### config.mk
export PLATFORM = sky130hd
export DESIGN_NAME = uart_cmd_parser
export DESIGN_NICKNAME = d
export VERILOG_FILES = /design/src/rtl/uart_cmd_parser.sv
export SDC_FILE = /design/constraint.sdc
export NUM_CORES = 1
export LEC_CHECK = 0
export ABC_AREA = 1
export CORE_AREA = 4 4 70 72
export CTS_CLUSTER_DIAMETER = 50
export DETAILED_ROUTE_END_ITERATION = 8
export DIE_AREA = 0 0 74 76
export PLACE_DENSITY = 0.87
export SYNTH_ARGS = -nofsm -noshare
export SYNTH_HDL_FRONTEND = slang
export SYNTH_SLANG_ARGS = --single-unit
### constraint.sdc
create_clock -name clk -period 1.8 [get_ports clk]
set_input_delay 0.36 -clock clk [delete_from_list [all_inputs] [get_ports clk]]
set_output_delay 0.36 -clock clk [all_outputs]
set_load 0.005 [all_outputs]
### src/rtl/uart_cmd_parser.sv
// rtl/uart_cmd_parser.sv - ASCII SET(c,dddd); / GET(c); command frame decoder
//
// Optional feature macro: CMD_TIMEOUT_EN (inter-byte timeout of TO clk cycles mid-frame).
//
// Ports:
//   clk       system clock
//   rst_n     synchronous active-low reset
//   rx_done   one-cycle strobe, rx_data valid
//   rx_data   received byte
//   cmd_valid one-cycle pulse on an accepted frame
//   cmd_set   1 = SET, 0 = GET (held)
//   cmd_ch    channel digit (held)
//   thousand, hundreds, tens, ones  BCD value of the last committed SET (held)
//   frm_err   one-cycle pulse on frame abort
module uart_cmd_parser #(
  parameter int TO = 200_000
) (
  input  logic       clk,
  input  logic       rst_n,
  input  logic       rx_done,
  input  logic [7:0] rx_data,
  output logic       cmd_valid,
  output logic       cmd_set,
  output logic [3:0] cmd_ch,
  output logic [3:0] thousand,
  output logic [3:0] hundreds,
  output logic [3:0] tens,
  output logic [3:0] ones,
  output logic       frm_err
);

  typedef enum logic [2:0] {
    S_IDLE, S_K1, S_K2, S_LP, S_CH, S_SEP, S_DIG, S_SC
  } state_t;

  state_t      state, state_d;
  logic        type_set, type_set_d;
  logic [3:0]  ch_q, ch_d;
  logic [15:0] shadow, shadow_d;
  logic [2:0]  count, count_d;
  logic        commit, abort;
  logic        timeout;
  logic        is_digit;
  logic [3:0]  digit;

  // Range check on the raw byte; the 8-bit difference is only narrowed
  // to a nibble once the byte is known to be '0'..'9'.
  assign is_digit = (rx_data >= 8'h30) && (rx_data <= 8'h39);
  assign digit    = 4'(rx_data - 8'd48);

`ifdef CMD_TIMEOUT_EN
  localparam int CW = $clog2(TO + 1);
  logic [CW-1:0] tmr;

  // A strobe in the same cycle as the last count wins over the timeout.
  assign timeout = (state != S_IDLE) && (tmr == CW'(TO - 1)) && !rx_done;

  always_ff @(posedge clk) begin
    if (!rst_n) begin
      tmr <= '0;
    end else if (rx_done || (state == S_IDLE) || timeout) begin
      tmr <= '0;
    end else begin
      tmr <= tmr + CW'(1);
    end
  end
`else
  // No counter in this build; the comparison is constant false and only
  // keeps TO referenced so the interface stays identical.
  assign timeout = (TO < 0);
`endif

  always_comb begin
    state_d    = state;
    type_set_d = type_set;
    ch_d       = ch_q;
    shadow_d   = shadow;
    count_d    = count;
    commit     = 1'b0;
    abort      = 1'b0;
    if (rx_done) begin
      case (state)
        S_IDLE: begin
          // Anything other than a frame start (line endings included) is ignored.
          if (rx_data == "S") begin
            state_d    = S_K1;
            type_set_d = 1'b1;
          end else if (rx_data == "G") begin
            state_d    = S_K1;
            type_set_d = 1'b0;
          end
        end
        S_K1: if (rx_data == "E") state_d = S_K2; else abort = 1'b1;
        S_K2: if (rx_data == "T") state_d = S_LP; else abort = 1'b1;
        S_LP: if (rx_data == "(") state_d = S_CH; else abort = 1'b1;
        S_CH: begin
          if (is_digit) begin
            ch_d    = digit;
            state_d = S_SEP;
          end else begin
            abort = 1'b1;
          end
        end
        S_SEP: begin
          if (type_set && (rx_data == ",")) begin
            state_d  = S_DIG;
            shadow_d = '0;
            count_d  = '0;
          end else if (!type_set && (rx_data == ")")) begin
            state_d = S_SC;
          end else begin
            abort = 1'b1;
          end
        end
        S_DIG: begin
          // Shift left one BCD digit so the value ends up right-aligned.
          if (is_digit && (count < 3'd4)) begin
            shadow_d = {shadow[11:0], digit};
            count_d  = count + 3'd1;
          end else if ((rx_data == ")") && (count != 3'd0)) begin
            state_d = S_SC;
          end else begin
            abort = 1'b1;
          end
        end
        S_SC: begin
          if (rx_data == ";") begin
            commit  = 1'b1;
            state_d = S_IDLE;
          end else begin
            abort = 1'b1;
          end
        end
        default: abort = 1'b1;
      endcase
      // The offending byte is dropped, never re-parsed as a frame start.
      if (abort) state_d = S_IDLE;
    end else if (timeout) begin
      abort   = 1'b1;
      state_d = S_IDLE;
    end
  end

  always_ff @(posedge clk) begin
    if (!rst_n) begin
      state     <= S_IDLE;
      type_set  <= 1'b0;
      ch_q      <= '0;
      shadow    <= '0;
      count     <= '0;
      cmd_valid <= 1'b0;
      frm_err   <= 1'b0;
      cmd_set   <= 1'b0;
      cmd_ch    <= '0;
      thousand  <= '0;
      hundreds  <= '0;
      tens      <= '0;
      ones      <= '0;
    end else begin
      state     <= state_d;
      type_set  <= type_set_d;
      ch_q      <= ch_d;
      shadow    <= shadow_d;
      count     <= count_d;
      cmd_valid <= commit;
      frm_err   <= abort;
      if (commit) begin
        cmd_set <= type_set;
        cmd_ch  <= ch_q;
        // GET leaves the held value untouched.
        if (type_set) begin
          {thousand, hundreds, tens, ones} <= shadow;
        end
      end
    end
  end

endmodule

# [After elaboration in Yosys (flattened, before gate mapping)]
# Index checks and enable logic that the tools add are counted.
[classes] shift=0 n_eq_ne=26 magnitude_cmp=3 div=0 n_addsub=2 muxes=35 n_bitwise=0 reduce_logical=16 mul=0
[ops] operator="3-bit two-way mux" count=14
[ops] operator="8-bit by 6-bit equality test with 1-bit output, second input constant" count=4
[ops] operator="8-bit by 7-bit equality test with 1-bit output, second input constant" count=4
[ops] operator="16-bit two-way mux" count=2
[ops] operator="16-bit one-hot mux with 2 select lines" count=1
[ops] operator="3-bit one-hot mux with 8 select lines" count=1
[ops] operator="3-bit inequality test, second input constant" count=7
[ops] operator="1-bit two-way mux" count=15
[ops] operator="3-bit equality test, second input constant" count=4
[ops] operator="10-bit AND reduction" count=1
[ops] operator="8-bit by 6-bit >= comparator with 1-bit output, second input constant" count=1
[ops] operator="8-bit by 6-bit less-or-equal comparator with 1-bit output, second input constant" count=1
[ops] operator="4-bit inequality test, second input constant" count=2
[ops] operator="1-bit one-hot mux with 7 select lines" count=1
[ops] operator="3-bit by 2-bit equality test with 1-bit output, second input constant" count=2
[ops] operator="3-bit one-hot mux with 2 select lines" count=1
[ops] operator="3-bit AND reduction" count=2
[ops] operator="1-bit logical AND" count=5
[ops] operator="2-bit inequality test, second input constant" count=2
[ops] operator="2-bit AND reduction" count=2
[ops] operator="4-bit AND reduction" count=1
[ops] operator="2-bit nonzero test" count=2
[ops] operator="4-bit by 1-bit subtractor with 4-bit output, second input constant" count=1
[ops] operator="3-bit by 1-bit adder with 3-bit output, second input constant" count=1
[ops] operator="5 further kinds" count=5
[word_totals] register_bits=50 mem_count=0 inputBits=11 romBits=0 out_inout_bits=23 ramBits=0 wordCells=95 latch_bits=0

# [Longest topological paths before layout]
[logic_depth] depth_word=8 mapped_depth=13 ltp_nobuf=12

# [Worst setup path before layout]
# Ideal clock, no wire load.
[synth_path] path_kind="input to register" from="in rx_data[0]" to="reg count[1]" arrival_ns=1.378 required_time_ns=1.687 stages=11 setup_ns=0.113 setup_slack_ns=0.309 path_buffers=1 cell_sequence="nor2_1 > nand2_1 > nand3_1 > nand2_2 > inv_2 > nand3_4 > nand2_4 > nand3_1 > nand2_2 > buf_6 > nor2_1"
[synth_via] elab_chain_cells=5 elab_cells_between_ends=9 cone_classes="order compare: 2; eq/ne: 3; reduce/logical: 4"
[synth_rtl] element="start: declaration" line_no="21" text="input logic [7:0] rx_data,"
[synth_rtl] element="8-bit by 6-bit >= comparator with 1-bit output or 8-bit by 6-bit less-or-equal comparator with 1-bit output (tied branches)" line_no="48" text="assign is_digit = (rx_data >= 8'h30) && (rx_data <= 8'h39);"
[synth_rtl] element="1-bit logical AND" line_no="48"
[synth_rtl] element="1-bit logical AND" line_no="117" text="if (is_digit && (count < 3'd4)) begin"
[synth_rtl] element="2-bit inequality test (no line)"
[synth_rtl] element="4-bit AND reduction (no line) (*)"
[synth_rtl] element="end signal: assignment" line_no="164" text="count <= count_d;"
[synth_rtl] element="end: declaration" line_no="40" text="logic [2:0] count, count_d;"
# Mark *: on every way between the ends. The rest lies on a longest branch, timed or not.
# A chain may end at the register's enable or synchronous reset.

# [Worst setup path in the final report]
[layout_path] from="in rx_data[7]" to="reg shadow[3]"
[layout_via] elab_chain_cells=5 elab_cells_between_ends=9 cone_classes="order compare: 2; eq/ne: 3; reduce/logical: 4"
[layout_rtl] element="8-bit by 6-bit >= comparator with 1-bit output or 8-bit by 6-bit less-or-equal comparator with 1-bit output (tied branches)" line_no="48"
[layout_rtl] element="1-bit logical AND" line_no="48"
[layout_rtl] element="1-bit logical AND" line_no="117"
[layout_rtl] element="2-bit inequality test (no line)"
[layout_rtl] element="4-bit AND reduction (no line) (*)"
[layout_rtl] element="end signal: assignment" line_no="163" text="shadow <= shadow_d;"
[layout_rtl] element="end: declaration" line_no="39" text="logic [15:0] shadow, shadow_d;"
# Marked as above.

==> impl_metrics.yaml <==
synthesis:
  synth-xor-area-share_pct: 0
  muxShareOfSynthArea_pct: 0
  netlist_instances: 314
  synth_cell_types: 23
  yosys_warnings: 0
  ys_seq_area_share_pct: 44.8
  synth-adder-area-share_pct: 1.12
  synth-compound-area-share_pct: 16.9
  syn_nets: 327
  syn_area_per_cell_um2: 7.12
  yosys.area_share.simple_pct: 25.4
  ys_seq_elements: 50
  syn_area_mm2: 0.00223
  synth_top_family_by_area: "simple AND/OR/NAND/NOR gates"
cells_and_area:
  layout.nets: 384
  antenna_cells: 0
  area_delta_synth_final_pct: 33.5
  final_core_util_pct: 69.5
  stdcell_area_mm2: 0.00298
  final_cell_mix: "50 x nand2_1, 50 x dfxtp_1, 48 x inv_1"
  drive_gt1_share_pct: 14.5
grt:
  grtUsageTotal_pct: 21.8
  antenna_found_initial: 0
  grt_pass1_wl_mm: 9.70
  grt_max_degree: 36
  grt_overflow: 0
  grt_pass1_vias: 2196
routing:
  drc_errors: 0
  drt-vias-per-instance: 5.28
  first_pass_iters: 4
  wl_mm: 5.79
  vias: 2240
  wl_per_cell_um: 13.7
  ant_nets: 0
  drt_iter0_drc: 211
critical_path:
  cp-end-kind: "register"
  worstPathMaxFanout: 35
  path_depth: 9
  cp_cell_sequence: "clkdlybuf4s50_1 -> inv_1 -> nand2_2 -> nor2_4 -> nand3_4 -> a21oi_4 -> nand2_8 -> o21ai_1 -> nor2_1"
  critPathKind: "primary input to register"
  arrival_ns: 1.94
  crit_family: "simple AND/OR/NAND/NOR gates"
  r2r_start: "type_set"
  r2r_slack_ns: 0.18
  cp_num_buf_inv: 2
  rr_worst_depth: 7
  max_stage_delay_ns: 0.42
  worst_path_max_delay_cell: "clkdlybuf4s50_1"
  cp-start-kind: "primary input"
  cp_data_required_time_ns: 2.00
  timing.rr.end: "shadow[3]"
flow_run:
  maxCapViolations: 0
sta:
  period_share_pct: 96.5
  max_freq_ghz: 0.576
  setup_viol: 0
  rsz0062_at_grt: "true"
  report.final.hold_viol_count: 0
  finClkSkew_ns: 0.00621
  fin_crit_ns: 1.74
  maxSlewViolCount: 0
  worstMarginPinSlew_ns: 0.315
  hold_ws_ns: 0.459
  slew_headroom_pct: 78.9
cts:
  cts_buffers: 5
  ctsLongestPathBuffers: 2
  cts_hold_buf: 0
  cts_max_level: 2
  path_clk_slew_ns: 0.09
  clock_sinks: 50
  cts_tree: "yes"
  clock_latency_ns: 0.31
  cts-root-buf: "clkbuf_8"
min_path:
  hold_start: "ch_q[2]"
  hold_depth: 2
  min_path_type: "register to register"
  min_to: "ch_q[2]"
status:
  status: "completed"
die:
  fp.dieH_um: 76
  rows: 24
  core_mm2: 0.00429
  die_w_um: 74
  start_util_pct: 52.0
  io_pins: 34
  die_area_mm2: 0.00562
placement:
  place.gp.congestion: 0.843
  dp_hpwl_mm: 3.80
  numPortBuffers: 33
  placed_cell_area_mm2: 0.00276
power_and_ir_drop:
  p_leak_uw: 0.00132
  power_uw: 2680
  peakVddDrop_v: 0.000567
  powerDensity_mw_per_mm2: 900
layout make-up:
type | instances | area [µm²]
clock buffers | 5 | 68.8
clock inverters | 3 | 43.8
fillers | 349 | 1310
inverters | 50 | 188
multi-input cells | 203 | 1030
flip-flops and latches | 50 | 1000
well taps | 52 | 65.1
repair buffers | 61 | 589
flip-flops by register name, indices dropped and copies added, names as in the netlist:
| register | flops |
|---|---|
| hundreds | 4 |
| state | 3 |
| tens | 4 |
| ones | 4 |
| cmd_valid | 1 |
| type_set | 1 |
| count | 3 |
| ch_q | 4 |
| frm_err | 1 |
| shadow | 16 |
| cmd_ch | 4 |
| thousand | 4 |
| cmd_set | 1 |
stage by stage:
stage               instances  TNS [ns]  setup WS, ns
global placement          412    -12.20        -0.306
finish                    424         0        0.0630
global route              424    -0.240       -0.0305
detailed placement        412    -14.22        -0.399
CTS                       422         0       0.00441
floorplan                 314         0         0.309
where the power goes:
part / switching (µW) / total [µW] / internal, µW
clock: 385 / 801 / 417
sequential: 52.1 / 1220 / 1170
combinational: 400 / 662 / 262
logic make-up after synthesis:
kind of cell | Yosys count
AO/OA/AOI/OAI | 71
adder cells (fa/ha/maj) | 2
buffers and inverters | 61
flip-flops | 50
AND/OR/NAND/NOR | 130
worst register-to-register path: cells and delay by family (launching register included):
kind                   cells  cell delay (ns)
flip-flops                 1             0.37
AO/OA/AOI/OAI              2             0.44
AND/OR/NAND/NOR            4             0.60
buffers and inverters      1             0.10
cell usage after synthesis:
library cell  instances  area [µm²]
nand3_1              16        80.1
nand3_4               1        17.5
o21ai_1              17        85.1
nand2_1              52         195
clkbuf_1              3        11.3
a21oi_4               1        16.3
clkinv_1              1        3.75
inv_2                 1        3.75
nand2_2               2        12.5
buf_6                 4        45.0
a21oi_1              28         140
o21ai_0              21         105
nand2_4               2        22.5
a211oi_1              4        30.0
nor2_2                2        12.5
dfxtp_1              50        1000
ha_1                  2        25.0
nor3_1                5        25.0
inv_1                48         180
and2_1                1        6.26
nand4_1               5        31.3
nor2_1               44         165
buf_2                 4        20.0
layer usage:
layer  part of all wire, %  global-route usage (%)  routed length, µm
met5                     0                       0                  0
met4                   3.4                    8.51                195
met3                   5.1                    4.62                298
met2                    49                    36.3               2850
met1                    42                    26.9               2450
worst max-delay path by stage:
| stage | from | to | slack (ns) |
|---|---|---|---|
| 2_1_floorplan | rx_data[0] | count[1] | 0.31 |
| 3_3_place_gp | rx_data[3] | shadow[1] | -0.31 |
| 3_5_place_dp | rx_data[2] | count[1] | -0.40 |
| 4_1_cts | rx_data[1] | count[2] | 0.004 |
| 5_1_grt | rx_data[7] | count[1] | -0.03 |
| 6_report | rx_data[7] | shadow[3] | 0.06 |
repair_timing:
action / CTS / global route
buffers inserted: 1 / 2
setup endpoints to repair: 19 / 48
pin swaps: 3 / 5
gates cloned: 1 / 0
gates resized for setup: 10 / 8
(Power assumes the default switching activity.)
